==> config.mk <==
export PLATFORM = sky130hd
export DESIGN_NAME = router_out_arbiter_flat
export DESIGN_NICKNAME = d
export VERILOG_FILES = /design/src/rtl/router_out_arbiter_pkg.sv /design/src/rtl/router_out_arbiter_if.sv /design/src/rtl/router_out_arbiter_rr.sv /design/src/rtl/router_out_arbiter.sv /design/src/flat_wrapper.sv
export SDC_FILE = /design/constraint.sdc
export NUM_CORES = 1
export LEC_CHECK = 0
export CAP_MARGIN = 10
export CELL_PAD_IN_SITES_DETAIL_PLACEMENT = 1
export CELL_PAD_IN_SITES_GLOBAL_PLACEMENT = 2
export CORE_MARGIN = 3
export CORE_UTILIZATION = 29
export DETAILED_ROUTE_END_ITERATION = 7
export MAX_ROUTING_LAYER = met4
export PLACE_DENSITY = 0.92
export SKIP_CTS_REPAIR_TIMING = 1
export SLEW_MARGIN = 5
export SYNTH_ARGS = -nofsm -noshare
export SYNTH_HDL_FRONTEND = slang
export SYNTH_SLANG_ARGS = --single-unit
==> constraint.sdc <==
create_clock -name clk -period 5.8 [get_ports clk]
set_input_delay 1.45 -clock clk [delete_from_list [all_inputs] [get_ports clk]]
set_output_delay 1.45 -clock clk [all_outputs]
set_load 0.005 [all_outputs]
==> src/rtl/router_out_arbiter_pkg.sv <==
// Shared types for the router output arbiter: flit type encoding, arbiter
// states and small flit-classification helpers.
package router_pkg;

  localparam int FlitTypeBits = 2;

  typedef enum logic [1:0] {
    BODY     = 2'b00,
    TAIL     = 2'b01,
    HEAD     = 2'b10,
    HEADTAIL = 2'b11
  } flit_type_t;

  typedef enum logic {
    IDLE = 1'b0,
    BUSY = 1'b1
  } arb_state_t;

  // A header opens a packet; a tail (or single-flit packet) closes it.
  function automatic logic is_header(flit_type_t t);
    return (t == HEAD) || (t == HEADTAIL);
  endfunction

  function automatic logic is_last(flit_type_t t);
    return (t == TAIL) || (t == HEADTAIL);
  endfunction

endpackage

==> src/rtl/router_out_arbiter_if.sv <==
// Bundle between the input FIFOs, the output link and the output arbiter.
// master = arbiter side, slave = FIFOs/link side.
interface router_out_if #(
  parameter int NumInputs = 5,
  parameter int Width     = 8
);
  logic [NumInputs-1:0]            in_empty;
  logic [NumInputs-1:0][Width-1:0] in_data;
  logic [NumInputs-1:0]            in_rdreq;
  logic                            out_full;
  logic                            out_valid;
  logic [Width-1:0]                out_data;
  logic [NumInputs-1:0]            grant;
  logic                            err;

  modport master (
    input  in_empty, in_data, out_full,
    output in_rdreq, out_valid, out_data, grant, err
  );

  modport slave (
    output in_empty, in_data, out_full,
    input  in_rdreq, out_valid, out_data, grant, err
  );
endinterface

==> src/rtl/router_out_arbiter_rr.sv <==
// Combinational rotating-priority selector: one-hot grant to the first
// requester at or after ptr, wrapping modulo N.
module router_rr_arbiter #(
  parameter int N    = 5,
  parameter int PtrW = $clog2(N)
) (
  input  logic [N-1:0]    req,
  input  logic [PtrW-1:0] ptr,
  output logic [N-1:0]    gnt,
  output logic            valid
);

  logic [PtrW-1:0] idx;

  always_comb begin
    gnt   = '0;
    valid = 1'b0;
    idx   = '0;
    for (int k = 0; k < N; k++) begin
      idx = PtrW'((int'(ptr) + k) % N);
      if (!valid && req[idx]) begin
        gnt[idx] = 1'b1;
        valid    = 1'b1;
      end
    end
  end

endmodule

==> src/rtl/router_out_arbiter.sv <==
// Wormhole output-port arbiter: round-robin over header flits, then locked to
// the owner until its tail passes. Watchdog enabled by ROUTER_ARB_WATCHDOG_EN.
module router_out_arbiter
  import router_pkg::*;
#(
  parameter int NumInputs     = 5,
  parameter int Width         = 8,
  parameter int TimeoutCycles = 64
) (
  input  logic        clk,
  input  logic        rst,
  router_out_if.master bus
);

  localparam int FlitTypeMsb = Width - 1;
  localparam int PtrW        = $clog2(NumInputs);

  if (NumInputs < 2 || Width < 3 || TimeoutCycles < 1) begin : g_bad_params
    $error("router_out_arbiter: illegal parameter set");
  end

  arb_state_t           state_q, state_d;
  logic [NumInputs-1:0] grant_q, grant_d;
  logic [PtrW-1:0]      owner_q, owner_d;
  logic [PtrW-1:0]      ptr_q, ptr_d;
  logic                 err_q, err_d;
  logic                 first_q, first_d;

  logic [NumInputs-1:0] cand, bad_head, arb_gnt;
  logic                 arb_valid;
  logic [PtrW-1:0]      arb_idx, owner_next;
  logic [Width-1:0]     owner_flit;
  flit_type_t           owner_type, head_type;
  logic                 fwd, timeout;

  always_comb begin
    cand      = '0;
    bad_head  = '0;
    head_type = BODY;
    for (int i = 0; i < NumInputs; i++) begin
      head_type   = flit_type_t'(bus.in_data[i][FlitTypeMsb -: FlitTypeBits]);
      cand[i]     = !bus.in_empty[i] && is_header(head_type);
      bad_head[i] = !bus.in_empty[i] && !is_header(head_type);
    end
  end

  router_rr_arbiter #(
    .N    (NumInputs),
    .PtrW (PtrW)
  ) u_rr (
    .req   (cand),
    .ptr   (ptr_q),
    .gnt   (arb_gnt),
    .valid (arb_valid)
  );

  always_comb begin
    arb_idx = '0;
    for (int i = 0; i < NumInputs; i++) begin
      if (arb_gnt[i]) arb_idx = PtrW'(i);
    end
  end

  assign owner_flit = bus.in_data[owner_q];
  assign owner_type = flit_type_t'(owner_flit[FlitTypeMsb -: FlitTypeBits]);
  assign fwd        = (state_q == BUSY) && !bus.in_empty[owner_q] && !bus.out_full;
  assign owner_next = (owner_q == PtrW'(NumInputs - 1)) ? '0 : owner_q + 1'b1;

`ifdef ROUTER_ARB_WATCHDOG_EN
  localparam int CntW = $clog2(TimeoutCycles + 1);

  logic [CntW-1:0] cnt_q, cnt_d;

  // Counts consecutive stalled BUSY cycles; any forwarded flit restarts it.
  assign timeout = (state_q == BUSY) && !fwd && (cnt_q == CntW'(TimeoutCycles - 1));

  always_comb begin
    cnt_d = cnt_q;
    if (state_q == IDLE || fwd || timeout) cnt_d = '0;
    else                                   cnt_d = cnt_q + 1'b1;
  end

  always_ff @(posedge clk or negedge rst) begin
    if (!rst) cnt_q <= '0;
    else      cnt_q <= cnt_d;
  end
`else
  assign timeout = 1'b0;
`endif

  always_comb begin
    state_d       = state_q;
    grant_d       = grant_q;
    owner_d       = owner_q;
    ptr_d         = ptr_q;
    err_d         = err_q;
    first_d       = first_q;
    bus.in_rdreq  = '0;
    bus.out_valid = 1'b0;
    bus.out_data  = '0;
    case (state_q)
      IDLE: begin
        if (|bad_head) err_d = 1'b1;
        if (arb_valid) begin
          state_d = BUSY;
          grant_d = arb_gnt;
          owner_d = arb_idx;
          first_d = 1'b1;
        end
      end
      BUSY: begin
        if (fwd) begin
          bus.out_valid         = 1'b1;
          bus.out_data          = owner_flit;
          bus.in_rdreq[owner_q] = 1'b1;
          first_d               = 1'b0;
          // A fresh header inside an open packet is a protocol break.
          if (owner_type == HEAD && !first_q) err_d = 1'b1;
          if (is_last(owner_type)) begin
            state_d = IDLE;
            grant_d = '0;
            ptr_d   = owner_next;
          end
        end else if (timeout) begin
          err_d   = 1'b1;
          state_d = IDLE;
          grant_d = '0;
          ptr_d   = owner_next;
        end
      end
      default: state_d = IDLE;
    endcase
  end

  always_ff @(posedge clk or negedge rst) begin
    if (!rst) begin
      state_q <= IDLE;
      grant_q <= '0;
      owner_q <= '0;
      ptr_q   <= '0;
      err_q   <= 1'b0;
      first_q <= 1'b0;
    end else begin
      state_q <= state_d;
      grant_q <= grant_d;
      owner_q <= owner_d;
      ptr_q   <= ptr_d;
      err_q   <= err_d;
      first_q <= first_d;
    end
  end

  assign bus.grant = grant_q;
  assign bus.err   = err_q;

endmodule

==> src/flat_wrapper.sv <==
// flat-port wrapper written by rule: the top's interface ports become plain ports
module router_out_arbiter_flat import router_pkg::*;
#(
  parameter int NumInputs     = 5,
  parameter int Width         = 8,
  parameter int TimeoutCycles = 64
)
  (clk, rst, bus_in_empty, bus_in_data, bus_out_full, bus_in_rdreq, bus_out_valid, bus_out_data, bus_grant, bus_err);
  router_out_if #(.NumInputs(NumInputs), .Width(Width)) bus_i ();
  input  logic clk;
  input  logic rst;
  input wire logic [$bits(bus_i.in_empty)-1:0] bus_in_empty;
  input wire logic [$bits(bus_i.in_data)-1:0] bus_in_data;
  input wire logic [$bits(bus_i.out_full)-1:0] bus_out_full;
  output wire logic [$bits(bus_i.in_rdreq)-1:0] bus_in_rdreq;
  output wire logic [$bits(bus_i.out_valid)-1:0] bus_out_valid;
  output wire logic [$bits(bus_i.out_data)-1:0] bus_out_data;
  output wire logic [$bits(bus_i.grant)-1:0] bus_grant;
  output wire logic [$bits(bus_i.err)-1:0] bus_err;
  assign bus_i.in_empty = bus_in_empty;
  assign bus_i.in_data = bus_in_data;
  assign bus_i.out_full = bus_out_full;
  assign bus_in_rdreq = bus_i.in_rdreq;
  assign bus_out_valid = bus_i.out_valid;
  assign bus_out_data = bus_i.out_data;
  assign bus_grant = bus_i.grant;
  assign bus_err = bus_i.err;
  router_out_arbiter #(.NumInputs(NumInputs), .Width(Width), .TimeoutCycles(TimeoutCycles)) u_core (.clk(clk), .rst(rst), .bus(bus_i));
endmodule
==> Yosys cells after proc, flatten, opt, wreduce, memory -nomap -nowiden <==
Cells that the tools add are included.
{ "totals": {"latch_bits": 0, "ram_bits": 0, "reg_bits": 14, "in_bits": 48, "elab_cells": 166, "romBits": 0, "out_inout_bits": 20, "n_memories": 0} }
{ "classes": {"n_reduce_logical": 52, "n_eq_ne": 19, "mux": 62, "mul": 0, "n_lt_le_gt_ge": 12, "shift": 0, "n_div": 5, "addsub": 5, "n_bitwise": 5} }
{ "op_table": {"columns": ["cell", "count"], "rows": [
  ["32-bit by 4-bit remainder unit with 32-bit output, second input constant", 4],
  ["5-bit two-way mux", 10],
  ["4-bit by 4-bit remainder unit with 32-bit output, second input constant", 1],
  ["1-bit two-way mux", 28],
  ["8-bit binary-select mux with 3-bit select", 1],
  ["2-bit equality test, second input constant", 12],
  ["3-bit by 4-bit less-than comparator with 1-bit output, second input constant", 6],
  ["8-bit two-way mux", 3],
  ["1-bit logical AND", 23],
  ["5-bit bitwise OR", 4],
  ["1-bit binary-select mux with 3-bit select", 6],
  ["1-bit demux with 3-bit select", 6],
  ["3-bit by 1-bit >= comparator with 1-bit output, second input constant", 6],
  ["1-bit logical NOT", 17],
  ["5-bit case mux with 2 select lines", 1],
  ["3-bit AND reduction", 3],
  ["3-bit by 2-bit adder with 4-bit output, second input constant", 2],
  ["1-bit logical OR", 6],
  ["3-bit two-way mux", 2],
  ["2-bit != test, second input constant", 3],
  ["1-bit case mux with 2 select lines", 3],
  ["5-bit OR reduction", 1],
  ["3-bit by 1-bit adder with 4-bit output, second input constant", 1],
  ["3-bit by 3-bit adder with 4-bit output, second input constant", 1],
  ["other kinds (7)", 10]
]} }

==> Longest topological paths before layout <==
Gate-level depths: netlist (run 1).
{ "logic_depth": {"depth_word": 22, "ltp_mapped": 24} }

==> Cells and area by module <==
A second synthesis (run 1) with hierarchy kept.
{ "hier_totals": {"hier_cells": 406, "area_unflattened_um2": 3017.9} }
{ "modules_own_cells": {"columns": ["module", "cells_per_inst", "n_inst", "area_each_um2"], "rows": [
  ["router_rr_arbiter", 274, 1, 1866.8],
  ["router_out_arbiter", 132, 1, 1151.1]
]} }

==> Least setup slack after synthesis (run 1) <==
Ideal clock, no wire load.
{ "synth_path": {"path_kind": "flip-flop to flip-flop", "startpoint": "register u_core.ptr_q[0]", "endpoint": "register u_core.owner_q[0]", "path_stages_with_launch": 23, "required_time_ns": 5.670, "slack_ns": 0.932, "synth_period_minus_slack_ns": 4.868, "n_path_buf": 4, "setup_time_ns": 0.130, "arrival_ns": 4.738, "path_cell_list": "dfrtp_1 > buf_2 > buf_2 > buf_1 > inv_1 > ha_1 > buf_4 > xnor2_2 > inv_2 > ha_1 > nor2_1 > a21oi_1 > xnor2_1 > inv_1 > ha_1 > or3_1 > or4_1 > a31oi_2 > a211oi_2 > o21ai_1 > nor2_1 > a2111oi_1 > o21ai_1"} }
{ "synth_via": {"elab_chain_len": 20, "word_cells_on_any_way": 71} }
{ "synth_rtl": {"columns": ["item", "line", "source"], "rows": [
  ["start, declared", "router_out_arbiter.sv:25", "logic [PtrW-1:0] ptr_q, ptr_d;"],
  ["start signal, assigned", "router_out_arbiter.sv:147", "ptr_q <= ptr_d;"],
  ["branches (longest 20 deep; another with 32-bit by 4-bit remainder unit with 32-bit output)", null, null],
  ["end signal, assigned", "router_out_arbiter.sv:146", "owner_q <= owner_d;"],
  ["end, declared", "router_out_arbiter.sv:24", "logic [PtrW-1:0] owner_q, owner_d;"]
]} }
Several ways; the timed one is not identified. The select of a mux whose other input is x is not followed.
A chain may end at the register's enable or synchronous reset.

==> Worst setup path in the final report (run 1) <==
{ "layout_path": {"startpoint": "input bus_in_empty[3]", "endpoint": "output bus_out_data[6]"} }
{ "layout_via": {"elab_chain_len": 7} }
{ "layout_rtl": {"columns": ["item", "line", "source"], "rows": [
  ["start, declared", "flat_wrapper.sv:12", "input wire logic [$bits(bus_i.in_empty)-1:0] bus_in_empty;"],
  ["1-bit binary-select mux with 3-bit select", "router_out_arbiter.sv:66", "assign fwd = (state_q == BUSY) && !bus.in_empty[owner_q] && !bus.out_full;"],
  ["1-bit two-way mux (implied by the code)", "router_out_arbiter.sv:66", null],
  ["1-bit logical NOT", "router_out_arbiter.sv:66", null],
  ["1-bit logical AND (2 in a row)", "router_out_arbiter.sv:66", null],
  ["8-bit two-way mux", "router_out_arbiter.sv:112", "if (fwd) begin"],
  ["8-bit two-way mux", "router_out_arbiter.sv:101", "case (state_q)"],
  ["end, declared", "flat_wrapper.sv:17", "output wire logic [$bits(bus_i.out_data)-1:0] bus_out_data;"]
]} }
Every way passes these cells. The select of a mux whose other input is x is not followed.

==> flow_metrics.py, run 1 <==
metrics = {
    "logic_synthesis": {
        "syn_area_um2": 2963,
        "ys_ff_latch": 14,
        "syn_avg_cell_area_um2": 7.716,
        "syn_nets": 457,
        "synth_cell_types": 80,
        "synth_area_leaders": "dfrtp_1, ha_1, mux4_2, mux2i_1, nor2_1",
        "synth.largest_area_cell": "dfrtp_1",
        "synthFlopType": "dfrtp_1",
        "yosysTopAreaCellShare_pct": 11.82,
        "ys_seq_area_share_pct": 11.82,
        "synth_edf_count": 0,
        "yosys_warnings": 0,
        "syn_inst": 384,
        "synth-async-reset-ratio_pct": 100.0,
    },
    "drt": {
        "drt-pass1-iter-count": 5,
        "finalWirelength_um": 9918,
        "post_drt_wl_per_cell_um": 17.31,
        "highest_layer": "met4",
        "dr_wl_met2_um": 4764,
        "drt_iter0_markers": 226,
        "dr_wl_met3_um": 398,
        "ant_nets": 0,
        "drc_errors": 0,
        "num_vias": 3284,
        "wl_met1_um": 4625,
        "via_per_inst": 5.731,
    },
    "hold_path": {
        "hold_path.class": "reg -> reg",
        "worstHoldPathCells": 1,
        "min_from": "u_core.bus.err$_DFFE_PN0P_",
    },
    "clocking": {
        "clkSlewWorstSetupHoldPaths_ns": 0.05,
        "htree_levels": 1,
        "cts_buffers": 3,
        "cts_tree": "built",
        "clk_path_buf_depth": 2,
        "clock_sinks": 14,
        "cts_root_buffer": "clkbuf_8",
        "clk_latency_ns": 0.24,
    },
    "grt": {
        "grt_pass1_wl_um": 16680,
        "grt_max_degree": 30,
        "grt_overflow": 0,
        "first_global_vias": 3352,
        "track_usage_pct": 17.90,
        "antenna_found_initial": 0,
    },
    "finish": {
        "fin_nets": 515,
        "syn_to_final_growth_pct": 28.08,
        "antennaDiodeCount": 0,
        "final_util_pct": 38.47,
        "final_cells": 573,
        "drive_above_1_share_pct": 9.773,
        "num-fill-cells": 1222,
        "multiInputGateArea_um2": 2412,
        "final_common_cell": "clkdlybuf4s50_1",
        "fin_area_um2": 3795,
        "area.sequential_um2": 350.3,
        "final_cell_mix": "clkdlybuf4s50_1, nor2_1, nand2_1",
    },
    "placement": {
        "dp.cells": 570,
        "hpwl_um": 8133,
        "port_buffers": 67,
        "place_area_um2": 3754,
        "gp_congestion": 0.9762,
    },
    "die": {
        "start_util_pct": 30.04,
        "die_w_um": 107.1,
        "dieArea_um2": 11470,
        "core-area_um2": 9864,
        "die_h_um": 107.1,
        "rows": 36,
        "io_pins": 68,
    },
    "timing": {
        "worst_pin_slew_ns": 0.7145,
        "rsz0062_at_grt": "no",
        "tns_ns": 0,
        "max_slew_margin_pct": 52.20,
        "drv_slew": 0,
        "setup_violations": 0,
        "fin_crit_ns": 5.138,
        "hold_violations": 0,
        "fin_crit_sh_pct": 88.59,
        "max_freq_ghz": 0.1946,
        "finClkSkew_ns": 0.001348,
    },
    "critical_path": {
        "startpoint_type": "primary input",
        "crit_required_ns": 4.35,
        "cp.arrival_ns": 3.69,
        "critPathLaunch": "bus_in_empty[3]",
        "crit_path_end_kind": "primary output",
        "worstRegToRegCells": 19,
        "crit_type": "in -> out",
        "crit_fanout": 8,
        "reg2reg_from": "u_core.ptr_q[0]$_DFFE_PN0P_",
    },
    "power_and_ir_drop": {
        "p_leak_nw": 1.455,
        "power.total_mw": 2.420,
        "ir_drop_mv": 0.1851,
        "p_per_area_nw_per_um2": 637.8,
    },
    "flow_run": {
        "drv_cap": 0,
    },
    "outcome": {
        "status": "completed",
    },
}
==> cell type report <==
type                       instances  area share (%)
multi-input combinational        322           63.57
tap                              133           4.385
clock buffer                       3           1.088
sequential                        14           9.232
timing repair buffer              74           19.06
inverter                          27           2.671
==> layer usage <==
metal | vias up | global-route usage (%)
li1 | 1581 | -
met1 | 1585 | 24.23
met2 | 106 | 29.94
met3 | 12 | 0.7827
met4 | 0 | 3.562
met5 | - | -
==> cells by family (layout without fill, tap and decap cells) <==
family / Yosys count / in the layout / synth area share (%)
flops: 14 / 14 / 11.82
compound gates: 133 / 133 / 34.08
fa+ha+maj: 25 / 25 / 10.81
mux: 24 / 24 / 11.02
buf+inv: 48 / 104 / 6.757
xor+xnor: 5 / 5 / 1.985
simple gates: 135 / 135 / 23.52
==> registers in the layout, summed over array words and instances (netlist names) <==
name and flops:
u_core.ptr_q 3, u_core.first_q 1, u_core.owner_q 3, u_core.bus.err 1, u_core.state_q 1, u_core.bus.grant 5
==> Yosys cell counts (4+ instances only) <==
library cell,instances
mux4_2,6
nor2b_1,8
nand2_1,27
o21ai_1,10
o21bai_1,5
a311oi_1,4
o22ai_1,5
a221o_1,4
and3_1,5
a31oi_1,4
dfrtp_1,14
buf_2,4
inv_1,24
nor3_1,11
ha_1,24
o211ai_1,5
nand2b_1,11
o21ai_0,11
o2111ai_1,6
nand3_1,17
a21oi_1,23
a211oi_1,5
clkbuf_1,12
nor2_1,31
nor4_1,4
mux2i_1,13
==> where the power goes <==
| part | switching, mW | internal (mW) |
|---|---|---|
| Clock | 0.0321 | 0.0459 |
| Sequential | 0.0657 | 0.131 |
| Combinational | 1.29 | 0.855 |
| Total | 1.39 | 1.03 |
==> critical path, cell delays in order <==
cell and delay [ns]:
clkdlybuf4s50_1 0.46, mux4_2 0.48, nor2_1 0.09, o21ai_0 0.12, or2_2 0.39, inv_1 0.16
clkdlybuf4s50_1 0.54
==> metrics by stage <==
step / hold WS [ns] / worst slack (ns)
after floorplan: 0.4734 / 0.9324
after global placement: 0.4810 / 0.6659
after detailed placement: 0.4884 / 0.6194
after CTS: 0.5043 / 0.6240
after global routing: 0.5414 / 0.4708
final: 0.5103 / 0.6615
==> worst paths after layout <==
kind | to | slack, ns
max | bus_out_data[6] | 0.66
min in group asynchronous | u_core.bus.grant[0]$_DFFE_PN0P_ | 1.58
min | u_core.bus.err$_DFFE_PN0P_ | 0.51
max reg2reg | u_core.bus.grant[4]$_DFFE_PN0P_ | 0.98
max in group asynchronous | u_core.owner_q[0]$_DFFE_PN0P_ | 3.83
min reg2reg | u_core.bus.err$_DFFE_PN0P_ | 0.51
No activity file was read; power rests on OpenSTA's default activity.
==> run 2, diff against run 1 <==
RECOVER_POWER = 100   (was not set)
==> run 2 against run 1 <==
- sequential cell count unchanged
- sequential power is essentially flat
- die area is the same
- critical path depth grew 2
- critical path type unchanged
- cell count unchanged
- critical endpoint is now bus_in_rdreq[1]
- largest power group unchanged
- utilization shrank 0.18 points
- register-to-register slack worse by 0.20 ns
==> flow_metrics.py, run 2 (synthesis results as in run 1) <==
metrics = {
    "critical_path": {
        "crit_chain": "clkdlybuf4s50_1 > mux4_2 > nor2_1 > o21ai_0 > clkbuf_1 > inv_1 > nand2_1 > nor3_1 > dlygate4sd3_1",
        "worstRegToRegCells": 19,
        "crit_type": "in -> out",
        "slowest_delay_ns": 0.60,
        "cp.arrival_ns": 3.83,
        "slowest_stage": "dlygate4sd3_1",
        "crit_fanout": 11,
        "crit_required_ns": 4.35,
        "startpoint_type": "primary input",
        "crit_path_end_kind": "primary output",
    },
    "power_and_ir_drop": {
        "power.switching_mw": 1.371,
        "combPwrFrac_pct": 88.5,
        "p_leak_nw": 1.499,
        "internal-power_mw": 1.001,
        "pwr-share-clk_pct": 3.3,
        "seqPwrFrac_pct": 8.3,
        "p_per_area_nw_per_um2": 627.9,
        "switching_share_pct": 57.79,
        "ir_drop_mv": 0.1835,
    },
    "drt": {
        "num_vias": 3251,
        "ant_nets": 0,
        "drc_errors": 0,
        "post_drt_wl_per_cell_um": 17.29,
        "drt_iter0_markers": 235,
        "via_per_inst": 5.674,
        "finalWirelength_um": 9906,
        "drt-pass1-iter-count": 5,
    },
    "finish": {
        "multiInputGateArea_um2": 2399,
        "syn_to_final_growth_pct": 27.49,
        "area.sequential_um2": 350.3,
        "drive_above_1_share_pct": 8.864,
        "final_common_cell": "clkdlybuf4s50_1",
        "largest_reg_flops": 5,
        "fin_nets": 515,
        "antennaDiodeCount": 0,
        "num-fill-cells": 1226,
        "final_util_pct": 38.29,
        "final_cell_mix": "clkdlybuf4s50_1, nor2_1, nand2_1",
    },
    "timing": {
        "finClkSkew_ns": 0.002057,
        "fin_crit_sh_pct": 91.03,
        "rsz0062_at_grt": "no",
        "drv_slew": 0,
        "hold_violations": 0,
        "setup_violations": 0,
        "fin_crit_ns": 5.280,
        "max_freq_ghz": 0.1894,
        "tns_ns": 0,
        "max_slew_margin_pct": 52.75,
        "layout_setup_ws_ns": 0.5203,
        "worst_pin_slew_ns": 0.7088,
    },
    "clocking": {
        "clk_latency_ns": 0.24,
        "htree_levels": 1,
        "cts_root_buffer": "clkbuf_8",
        "clock_sinks": 14,
        "clkSlewWorstSetupHoldPaths_ns": 0.05,
        "cts_tree": "built",
        "clk_path_buf_depth": 2,
        "cts_buffers": 3,
    },
    "die": {
        "core-area_um2": 9864,
        "io_pins": 68,
        "dieArea_um2": 11470,
        "die_h_um": 107.1,
        "die_w_um": 107.1,
        "rows": 36,
        "start_util_pct": 30.04,
    },
    "grt": {
        "grt_max_degree": 30,
        "grt_overflow": 0,
        "antenna_found_initial": 0,
        "track_usage_pct": 17.90,
        "grt_pass1_wl_um": 16680,
        "first_global_vias": 3352,
    },
    "outcome": {
        "status": "completed",
    },
    "hold_path": {
        "hold_path.class": "reg -> reg",
        "worstHoldPathCells": 1,
    },
    "placement": {
        "place_ws_ns": 0.6194,
        "gp_congestion": 0.9762,
        "port_buffers": 67,
        "hpwl_um": 8133,
    },
    "flow_run": {
        "drv_cap": 0,
    },
}
==> run 2: cell types whose count changed in the layout (fill, tap and decap cells not counted), sizes merged <==
cell	delta
buf	-1
clkbuf	+1
clkdlybuf4s50	-21
dlygate4sd3	+21
==> run 2: per-stage QoR <==
stage | power, mW | hold WS (ns) | instance area (µm²) | cells
detailed placement | 2.322 | 0.4884 | 3754 | 570
CTS | 2.413 | 0.5043 | 3795 | 573
finish | 2.372 | 0.4964 | 3777 | 573
floorplan | 1.789 | 0.4734 | 2963 | 384
global route | 2.639 | 0.5365 | 3777 | 573
global placement | 2.258 | 0.4810 | 3754 | 570
==> run 2: final timing paths <==
kind | startpoint | endpoint | slack (ns)
worst max register to register | u_core.ptr_q[0]$_DFFE_PN0P_ | u_core.bus.grant[4]$_DFFE_PN0P_ | 0.78
min in group asynchronous | rst | u_core.bus.grant[0]$_DFFE_PN0P_ | 1.66
worst min-delay path | u_core.bus.err$_DFFE_PN0P_ | u_core.bus.err$_DFFE_PN0P_ | 0.50
max in group asynchronous | rst | u_core.owner_q[0]$_DFFE_PN0P_ | 3.75
worst max-delay path | bus_in_empty[3] | bus_in_rdreq[1] | 0.52
worst min register to register | u_core.bus.err$_DFFE_PN0P_ | u_core.bus.err$_DFFE_PN0P_ | 0.50
==> run 2: metal layers <==
layer | part of all wire [%] | track usage, %
met2 | 48 | 29.94
met3 | 4.1 | 0.7827
met4 | 1.2 | 3.562
met1 | 46 | 24.23
met5 | 0 | -
==> run 2: critical path, delay by kind of cell <==
kind | cells | cell delay [ns]
simple gates | 3 | 0.32
compound gates | 1 | 0.12
buf+inv | 4 | 1.46
mux | 1 | 0.48
==> run 2: area by class of cell <==
type / count / share of cell area, %
Timing Repair Buffer: 74 / 19.05
Inverter: 27 / 2.683
Multi-Input combinational cell: 322 / 63.50
Clock buffer: 3 / 1.093
Tap cell: 133 / 4.405
Sequential cell: 14 / 9.275
==> run 2: power groups by stage <==
stage	Combinational (mW)	Clock (mW)	Sequential, mW
after CTS	2.14	0.0785	0.197
after detailed placement	2.12	0	0.199
after global routing	2.35	0.0825	0.204
final	2.10	0.0779	0.196
after floorplan	1.63	0	0.158
after global placement	2.06	0	0.197
==> run 3, diff against run 2 <==
ABC_CLOCK_PERIOD_IN_PS = 5800   (was not set)
CORE_ASPECT_RATIO = 0.5   (was not set)
PLACE_DENSITY = not set   (was 0.92)
PLACE_DENSITY_LB_ADDON = 0.1   (was not set)
==> run 3 against run 2 <==
- clock skew down 0.00057 ns
- utilization grew 1.5 points
- non-clock buffer count is 3 higher
- register-to-register slack worse by 0.17 ns
- sequential cell count is the same
- routed wire length grew 12%
- combinational power grew 4%
- first-iteration DRC count decreased by 32%
- maximum frequency down 2.1%
- clock power is 89% higher
- critical path type unchanged
- sequential share of layout area is 0.20 points lower
- power grew 7.4%
==> flow_metrics.py, run 3 (synthesis results as in run 1) <==
metrics = {
    "timing": {
        "setup_violations": 0,
        "max_freq_ghz": 0.1854,
        "rsz0062_at_grt": "no",
        "fin_crit_ns": 5.394,
        "holdWs_ns": 0.4920,
        "tns_ns": 0,
        "max_slew_margin_pct": 40.57,
        "hold_violations": 0,
        "finClkSkew_ns": 0.001487,
        "fin_crit_sh_pct": 93.00,
        "worst_pin_slew_ns": 0.8914,
        "drv_slew": 0,
    },
    "power_and_ir_drop": {
        "power.total_mw": 2.546,
        "ir_drop_mv": 0.1787,
        "p_per_area_nw_per_um2": 659.7,
        "p_leak_nw": 1.537,
    },
    "die": {
        "start_util_pct": 30.55,
        "dieArea_um2": 11540,
        "rows": 25,
        "io_pins": 68,
        "die_h_um": 77.48,
        "die_w_um": 148.9,
        "core-area_um2": 9697,
    },
    "critical_path": {
        "r2r-end": "u_core.bus.grant[0]$_DFFE_PN0P_",
        "startpoint_type": "primary input",
        "cp.arrival_ns": 3.94,
        "reg2reg_from": "u_core.ptr_q[1]$_DFFE_PN0P_",
        "crit_fanout": 11,
        "crit_required_ns": 4.35,
        "crit_type": "in -> out",
        "cp_num_buf_inv": 4,
        "crit_path_end_kind": "primary output",
        "crit_chain": "clkdlybuf4s50_1 > mux4_2 > nor2_1 > o21ai_0 > clkbuf_1 > inv_1 > nand2_1 > nor3_1 > dlygate4sd3_1",
        "worstRegToRegCells": 18,
        "critPathTopFamily": "buffers and inverters",
        "regToRegSetupSlack_ns": 0.61,
        "slowest_stage": "dlygate4sd3_1",
        "slowest_delay_ns": 0.60,
    },
    "finish": {
        "fin_nets": 518,
        "largest_reg_flops": 5,
        "syn_to_final_growth_pct": 30.28,
        "final_common_cell": "clkdlybuf4s50_1",
        "area.sequential_um2": 350.3,
        "num-fill-cells": 1169,
        "antennaDiodeCount": 0,
        "drive_above_1_share_pct": 9.910,
        "final_cell_mix": "clkdlybuf4s50_1, nor2_1, nand2_1",
        "multiInputGateArea_um2": 2412,
    },
    "placement": {
        "gp_congestion": 0.8403,
        "hpwl_um": 9048,
        "port_buffers": 67,
    },
    "drt": {
        "finalWirelength_um": 11110,
        "num_vias": 3327,
        "via_per_inst": 5.746,
        "ant_nets": 0,
        "drc_errors": 0,
        "drt_iter0_markers": 160,
        "post_drt_wl_per_cell_um": 19.18,
        "drt-pass1-iter-count": 4,
    },
    "grt": {
        "grt_max_degree": 30,
        "grt_overflow": 0,
        "first_global_vias": 3543,
        "grt_pass1_wl_um": 18260,
        "track_usage_pct": 19.87,
        "antenna_found_initial": 0,
    },
    "clocking": {
        "cts_root_buffer": "clkbuf_16",
        "clk_latency_ns": 0.25,
        "clk_path_buf_depth": 2,
        "clock_sinks": 14,
        "cts_tree": "built",
        "cts_buffers": 3,
        "htree_levels": 1,
        "clkSlewWorstSetupHoldPaths_ns": 0.05,
    },
    "flow_run": {
        "drv_cap": 0,
    },
    "hold_path": {
        "worstHoldPathCells": 1,
        "hold_path.class": "reg -> reg",
        "min_from": "u_core.bus.err$_DFFE_PN0P_",
        "holdPathEnd": "u_core.bus.err$_DFFE_PN0P_",
    },
    "outcome": {
        "status": "completed",
    },
}
==> run 3: stage by stage <==
step,util (%),setup slack [ns],area (µm²),std cells
final,39.81,0.4057,3860,579
after global placement,38.97,0.6161,3779,575
after CTS,39.88,0.5759,3867,579
after global routing,39.81,0.2311,3860,579
after detailed placement,38.97,0.5973,3779,575
after floorplan,-,0.9324,2963,384
==> run 3: layout make-up <==
class | count | share of cell area [%]
multi-input combinational | 322 | 62.50
timing repair buffer | 77 | 19.12
sequential | 14 | 9.076
tap | 135 | 4.376
inverter | 27 | 2.626
clock buffer | 4 | 2.301
==> run 3: power by group <==
part / internal [mW] / total [mW] / switching [mW] / leakage, nW
registers: 0.131 / 0.205 / 0.0744 / 0.174
clock network: 0.105 / 0.147 / 0.0424 / 0.0442
logic: 0.854 / 2.19 / 1.34 / 1.32
==> run 3: worst max-delay path by stage <==
stage                           startpoint                            end  cells past startpoint
5_1_grt        u_core.ptr_q[1]$_DFFE_PN0P_  u_core.owner_q[0]$_DFFE_PN0P_                     18
3_3_place_gp               bus_in_empty[3]                bus_out_data[6]                      7
2_1_floorplan  u_core.ptr_q[0]$_DFFE_PN0P_  u_core.owner_q[0]$_DFFE_PN0P_                     22
6_report                   bus_in_empty[2]                bus_in_rdreq[1]                      9
4_1_cts                    bus_in_empty[2]                bus_in_rdreq[1]                      9
3_5_place_dp               bus_in_empty[0]                bus_out_data[6]                      7
==> run 3: routing by layer <==
metal  track usage [%]  routed length, µm  share of wire (%)  vias to the layer above
met5                 -                  0                  0                        -
met4             3.562                138                1.2                        0
met3             3.442                485                4.4                       12
met2             31.59               5004                 45                       90
met1             26.93               5480                 49                     1638
li1                  -                  -                  -                     1587
